## config.mk

```make
export PLATFORM = sky130hd
export DESIGN_NAME = pipeline_hazard_ctrl
export DESIGN_NICKNAME = d
export VERILOG_FILES = /design/src/rtl/pipe_ctrl_pkg.sv /design/src/rtl/pipeline_hazard_ctrl_sat_counter.sv /design/src/rtl/pipeline_hazard_ctrl.sv
export SDC_FILE = /design/constraint.sdc
export NUM_CORES = 1
export LEC_CHECK = 0
export BUFFER_PORTS_ARGS = -buffer_cell sky130_fd_sc_hd__buf_2
export CORE_AREA = 4 4 89 91
export DETAILED_ROUTE_END_ITERATION = 12
export DIE_AREA = 0 0 93 95
export PLACE_DENSITY = 0.74
export SLEW_MARGIN = 30
export SYNTH_ARGS = -nofsm -noshare
export SYNTH_HDL_FRONTEND = slang
export SYNTH_SLANG_ARGS = --single-unit
```

## constraint.sdc

```tcl
create_clock -name clk -period 1.8 [get_ports clk]
set_input_delay 0.18 -clock clk [delete_from_list [all_inputs] [get_ports clk]]
set_output_delay 0.18 -clock clk [all_outputs]
set_load 0.02 [all_outputs]
```

## src/rtl/pipe_ctrl_pkg.sv

```systemverilog
// Package: pipe_ctrl_pkg
// Shared types and default widths for the pipeline hazard controller.
//   ctrl_state_t  : controller state (RUN / MEM_WAIT / DROP)
//   REG_AW_DEFAULT: register-index width
//   CNT_W_DEFAULT : perf counter width
package pipe_ctrl_pkg;

    localparam int unsigned REG_AW_DEFAULT = 5;
    localparam int unsigned CNT_W_DEFAULT  = 32;

    typedef enum logic [1:0] {
        RUN      = 2'd0,
        MEM_WAIT = 2'd1,
        DROP     = 2'd2
    } ctrl_state_t;

endpackage

```

## src/rtl/pipeline_hazard_ctrl_sat_counter.sv

```systemverilog
// Module: sat_counter
// Saturating up-counter used for the hazard perf counters.
// Ports:
//   clk   : clock, rising edge
//   rst   : asynchronous active-low reset (clears count)
//   inc   : increment enable for this cycle
//   count : current count, holds at all-ones
module sat_counter #(
    parameter int unsigned CNT_W = 32
) (
    input  logic             clk,
    input  logic             rst,
    input  logic             inc,
    output logic [CNT_W-1:0] count
);

    logic [CNT_W-1:0] count_q;
    logic [CNT_W-1:0] count_d;

    always_comb begin
        count_d = count_q;
        if (inc && (count_q != {CNT_W{1'b1}})) begin
            count_d = count_q + CNT_W'(1);
        end
    end

    always_ff @(posedge clk or negedge rst) begin
        if (!rst) begin
            count_q <= '0;
        end else begin
            count_q <= count_d;
        end
    end

    assign count = count_q;

endmodule

```

## src/rtl/pipeline_hazard_ctrl.sv

```systemverilog
// Module: pipeline_hazard_ctrl
// Stall/flush scheduler for a 5-stage pipeline. Resolves load-use, EX redirects,
// fetch latency and dmem back-pressure; counts stall and flush cycles.
// Ports:
//   clk, rst                : clock and asynchronous active-low reset
//   Rs1_D, Rs2_D            : decode-stage source indices
//   Rd_E, MemRead_E         : execute-stage destination and load flag
//   PCSrc_E                 : redirect resolved in E
//   imem_valid_F            : fetch data valid this cycle
//   dmem_ready_M            : data memory done (0 = access pending)
//   Stall_F/D/E/M           : hold PC / F-D / D-E / E-M
//   Flush_D/E/W             : clear F-D / D-E / M-W
//   stall_cnt, flush_cnt    : registered, saturating perf counters
module pipeline_hazard_ctrl
    import pipe_ctrl_pkg::*;
#(
    parameter int unsigned REG_AW = REG_AW_DEFAULT,
    parameter int unsigned CNT_W  = CNT_W_DEFAULT
) (
    input  logic              clk,
    input  logic              rst,
    input  logic [REG_AW-1:0] Rs1_D,
    input  logic [REG_AW-1:0] Rs2_D,
    input  logic [REG_AW-1:0] Rd_E,
    input  logic              MemRead_E,
    input  logic              PCSrc_E,
    input  logic              imem_valid_F,
    input  logic              dmem_ready_M,
    output logic              Stall_F,
    output logic              Stall_D,
    output logic              Flush_D,
    output logic              Stall_E,
    output logic              Flush_E,
    output logic              Stall_M,
    output logic              Flush_W,
    output logic [CNT_W-1:0]  stall_cnt,
    output logic [CNT_W-1:0]  flush_cnt
);

    ctrl_state_t state_q;
    ctrl_state_t state_d;

    logic lu;
    logic in_drop;

    assign lu = MemRead_E && (Rd_E != '0) && ((Rd_E == Rs1_D) || (Rd_E == Rs2_D));
    assign in_drop = (state_q == DROP);

    // State register
    always_ff @(posedge clk or negedge rst) begin
        if (!rst) begin
            state_q <= RUN;
        end else begin
            state_q <= state_d;
        end
    end

    // Next-state logic. MEM_WAIT with ready behaves exactly like RUN.
    always_comb begin
        state_d = RUN;
        if (!dmem_ready_M) begin
            state_d = MEM_WAIT;
        end else if (PCSrc_E) begin
            // Redirect with a fetch still in flight, or a fresh redirect while
            // already discarding, leaves a stale word to drop.
            state_d = (!imem_valid_F || in_drop) ? DROP : RUN;
        end else if (in_drop && !imem_valid_F) begin
            state_d = DROP;
        end
    end

    // Output logic: zero while in reset, otherwise priority mux.
    always_comb begin
        Stall_F = 1'b0;
        Stall_D = 1'b0;
        Flush_D = 1'b0;
        Stall_E = 1'b0;
        Flush_E = 1'b0;
        Stall_M = 1'b0;
        Flush_W = 1'b0;
        if (rst) begin
            if (!dmem_ready_M) begin
                // Freeze everything upstream of M; bubble into W.
                Stall_F = 1'b1;
                Stall_D = 1'b1;
                Stall_E = 1'b1;
                Stall_M = 1'b1;
                Flush_W = 1'b1;
            end else if (PCSrc_E) begin
                Flush_D = 1'b1;
                Flush_E = 1'b1;
            end else begin
                if (lu) begin
                    Stall_F = 1'b1;
                    Stall_D = 1'b1;
                    Flush_E = 1'b1;
                end else if (!imem_valid_F) begin
                    Stall_F = 1'b1;
                    Flush_D = 1'b1;
                end
                // In DROP the word arriving on the fetch port is stale: always
                // discard it, and let PC advance once it has come back.
                if (in_drop) begin
                    Flush_D = 1'b1;
                    Stall_F = !imem_valid_F;
                end
            end
        end
    end

    sat_counter #(
        .CNT_W (CNT_W)
    ) u_stall_cnt (
        .clk   (clk),
        .rst   (rst),
        .inc   (Stall_F),
        .count (stall_cnt)
    );

    sat_counter #(
        .CNT_W (CNT_W)
    ) u_flush_cnt (
        .clk   (clk),
        .rst   (rst),
        .inc   (Flush_D | Flush_E),
        .count (flush_cnt)
    );

endmodule

```

==> impl_results.md <==
* Status: complete, but fails checks
* Failing checks: setup timing
* Most used flip-flop cell after synthesis: sky130_fd_sc_hd__dfrtp_1
* Overall die area at 8835 sq um
* Number of synthesized flops with an enable pin at 0
* Number of fill cells in the layout at 413
* I/O pins at 92
* Endpoints failing hold at 0
* ANT cells at 0
* Total power consumption of the routed design at 0.004046 W
* Type of the setup path with the least slack: flop to flop
* Final worst clock skew at 11.89 ps
* Clock edge transition at the registers on the reported setup and hold paths at 90 ps
* DRC violations left at 0
* Count of placed standard cells in the final layout, fillers left out at 654
* GRT Residual Overflow at 0
* Setup-violating endpoint count in the final report at 60
* Total of buffers placed on input and output ports at 91
* First-pass GRT wire length at 15,670 um
* Max-slew headroom at 0.6402
* H-tree levels at 3
* Flops & latches, synth at 66
* Clock tree root buffer cell: sky130_fd_sc_hd__clkbuf_8
* Number of pins with negative max-slew slack in the final report at 0
* Kind of start point of the critical path: flop
* Final estimated routing congestion in global placement at 0.8928
* Post-DRT Antenna Nets at 0
* Overall fraction of global-route tracks in use at 0.2226
* YS warnings at 0
* Final total negative setup slack at -8826 ps
* Total nets after synthesis at 335
* Clock net sink count at 66
* Total power density per cell area at 701.6 nW/um^2
* Via count at 3,403
* Net count of the finished layout at 573
* Library cell with the largest summed area after synthesis: sky130_fd_sc_hd__dfrtp_1
* Required time at the worst-slack endpoint at 2030 ps
* TritonCTS clock tree: done
* Unique cell type count in the Yosys netlist at 35
* Highest-count cells in the layout ignoring fill and taps: 124 x sky130_fd_sc_hd__buf_4, 87 x sky130_fd_sc_hd__buf_2, 41 x sky130_fd_sc_hd__dfrtp_1, 39 x sky130_fd_sc_hd__xnor2_1, 26 x sky130_fd_sc_hd__nand2_1
* Number of violations reported at the end of detailed-routing iteration 0 at 163
* Vertical die dimension at 95 um
* Share of final-layout standard cells stronger than drive strength 1 at 0.6505
* Detailed-route wire length at 11,400 um
* Final WS setup at -255.4 ps
* Growth of design area from synthesis to finish at 77.68%
* Type of element capturing the critical path: flop
* Core region area at 7137 sq um
* RSZ-0062 raised after global routing: true
* TritonCTS Buffers at 9
* Pin count of the biggest net entering global routing at 43
* Sequential cell area fraction in the yosys report at 0.5089
* Crit path launch: state_q[1]
* Max clock buf depth at 2
* Worst skew pair latency at 340 ps
* Transition at the pin with the smallest max-transition slack at 539.7 ps
* Most common library cell in the layout ignoring fill and taps: sky130_fd_sc_hd__buf_4
* Final Hold Slack at 145.0 ps
* Static leakage power at 2.962 nW
* Final Util at 0.8080
* Maximum clock frequency at 486.5 MHz
* Post-synthesis cell count at 312
* Number of antenna violations at the first check in global routing at 0
* Top area cells in the synthesized netlist: sky130_fd_sc_hd__dfrtp_1 51%, sky130_fd_sc_hd__xnor2_1 14%, sky130_fd_sc_hd__xor2_1 4.9%
* Portion of the clock cycle consumed by the worst path in the final layout at 1.142
* Vias in the first global route at 3,491
* Share of async-settable or async-resettable flops after synthesis at 1.000
* Standard-cell row count at 31
* Area fraction of the dominant cell type after synthesis at 0.5089
* Post-synthesis average cell area at 10.40 sq um
* Max Cap Violations at 0
* Instance count after placement with tap cells included at 604
* Initial standard-cell utilization of the core at 0.4548
* Syn Std Cell Area at 3246 sq um
* Worst-path fanout max at 7
* Worst min path class: primary input to flop
* Number of iterations in the first detailed-routing pass at 4
* Vias per inst at 5.203
* Worst reg2reg path startpoint: state_q[1]
* Peak VDD IR at 589.0 uV
* Crit path DAT at 2290 ps
* Total half-perimeter wirelength after legalization and detailed placement at 6915 um
* Average detailed-routed wire length per instance at 17.43 um
* Launch instance of the worst min-delay path: PCSrc_E
* Die Wd at 93 um
* Final critical delay including setup and external delays at 2055 ps
worst paths after layout:
check / endpoint / slack [ps] / cells after the start
min in group asynchronous: u_stall_cnt.count[10] / 210 / 4
max in group asynchronous: u_stall_cnt.count[25] / 970 / 4
hold reg to reg: u_stall_cnt.count[29] / 520 / 1
setup reg to reg: u_stall_cnt.count[9] / -260 / 9
hold / removal: state_q[1] / 140 / 3
setup / recovery: u_stall_cnt.count[9] / -260 / 9
repair_timing:
action,in CTS,in global routing
resized for setup,35,64
setup buffers,17,15
hold endpoints to repair,24,0
cloned,0,0
pin swaps,30,55
hold buffers,2,0
setup endpoints to repair,52,67
worst max-delay path, stage by stage (launching register included):
cell	delay, ps
sky130_fd_sc_hd__dfrtp_1	360
sky130_fd_sc_hd__nor2b_4	130
sky130_fd_sc_hd__buf_4	140
sky130_fd_sc_hd__o41ai_2	310
sky130_fd_sc_hd__buf_4	180
sky130_fd_sc_hd__nand3_4	100
sky130_fd_sc_hd__buf_12	170
sky130_fd_sc_hd__nor2_4	210
sky130_fd_sc_hd__nand4_1	190
sky130_fd_sc_hd__xnor2_1	160
layer usage:
layer  vias to the layer above  wire, um  global-route usage  part of all wire
met5                         -         0                   0                 0
met4                         0       266             0.06838             0.023
met3                        29       568             0.03984             0.050
met2                       121      6299              0.4259              0.55
met1                      1683      4262              0.2501              0.37
li1                       1570         -                   -                 -
Yosys cell counts (all sizes together), types with 2 or more instances:
master  count
a21oi       4
and2        4
and3       13
and4        3
buf         4
dfrtp      66
ha          2
inv         6
mux2        3
nand2      36
nand3      25
nand4      22
nor2       22
nor2b       2
nor3       10
nor4        3
o21ai       4
or3         3
xnor2      52
xor2       18
metrics by stage:
stage | setup WS [ps] | instance area, sq um
floorplan | -72.08 | 3470
global placement | -303.5 | 4832
detailed placement | -354.4 | 4832
CTS | -176.1 | 5360
global route | -326.7 | 5767
finish | -255.4 | 5767
sequential cells by signal, summed over array words and instances, names as in the netlist:
register	cells
u_flush_cnt.count	32
state_q	2
u_stall_cnt.count	32
where the power goes:
part / internal [W] / total [W] / leakage (nW) / switching (W)
registers: 0.00161 / 0.00172 / 0.858 / 0.000114
clock network: 0.000652 / 0.00127 / 0.100 / 0.000619
logic: 0.000500 / 0.00106 / 2.00 / 0.000556
total: 0.00276 / 0.00405 / 2.96 / 0.00129
area by class of cell:
class,count,area (sq um),share of cell area
clock buffers,9,123.9,0.02148
clock inverters,7,77.57,0.01345
inverters,6,22.52,0.003905
multi-input cells,236,2121,0.3678
flip-flops and latches,66,1683,0.2918
well taps,99,123.9,0.02148
repair buffers,231,1615,0.2801
kinds of logic after synthesis:
logic type / synth area share
simple gates: 0.2313
xor+xnor: 0.1889
flops: 0.5089
compound gates: 0.03624
buf+inv: 0.01657
mux: 0.01041
fa+ha+maj: 0.007709
Power figures use the tool's default switching activity.
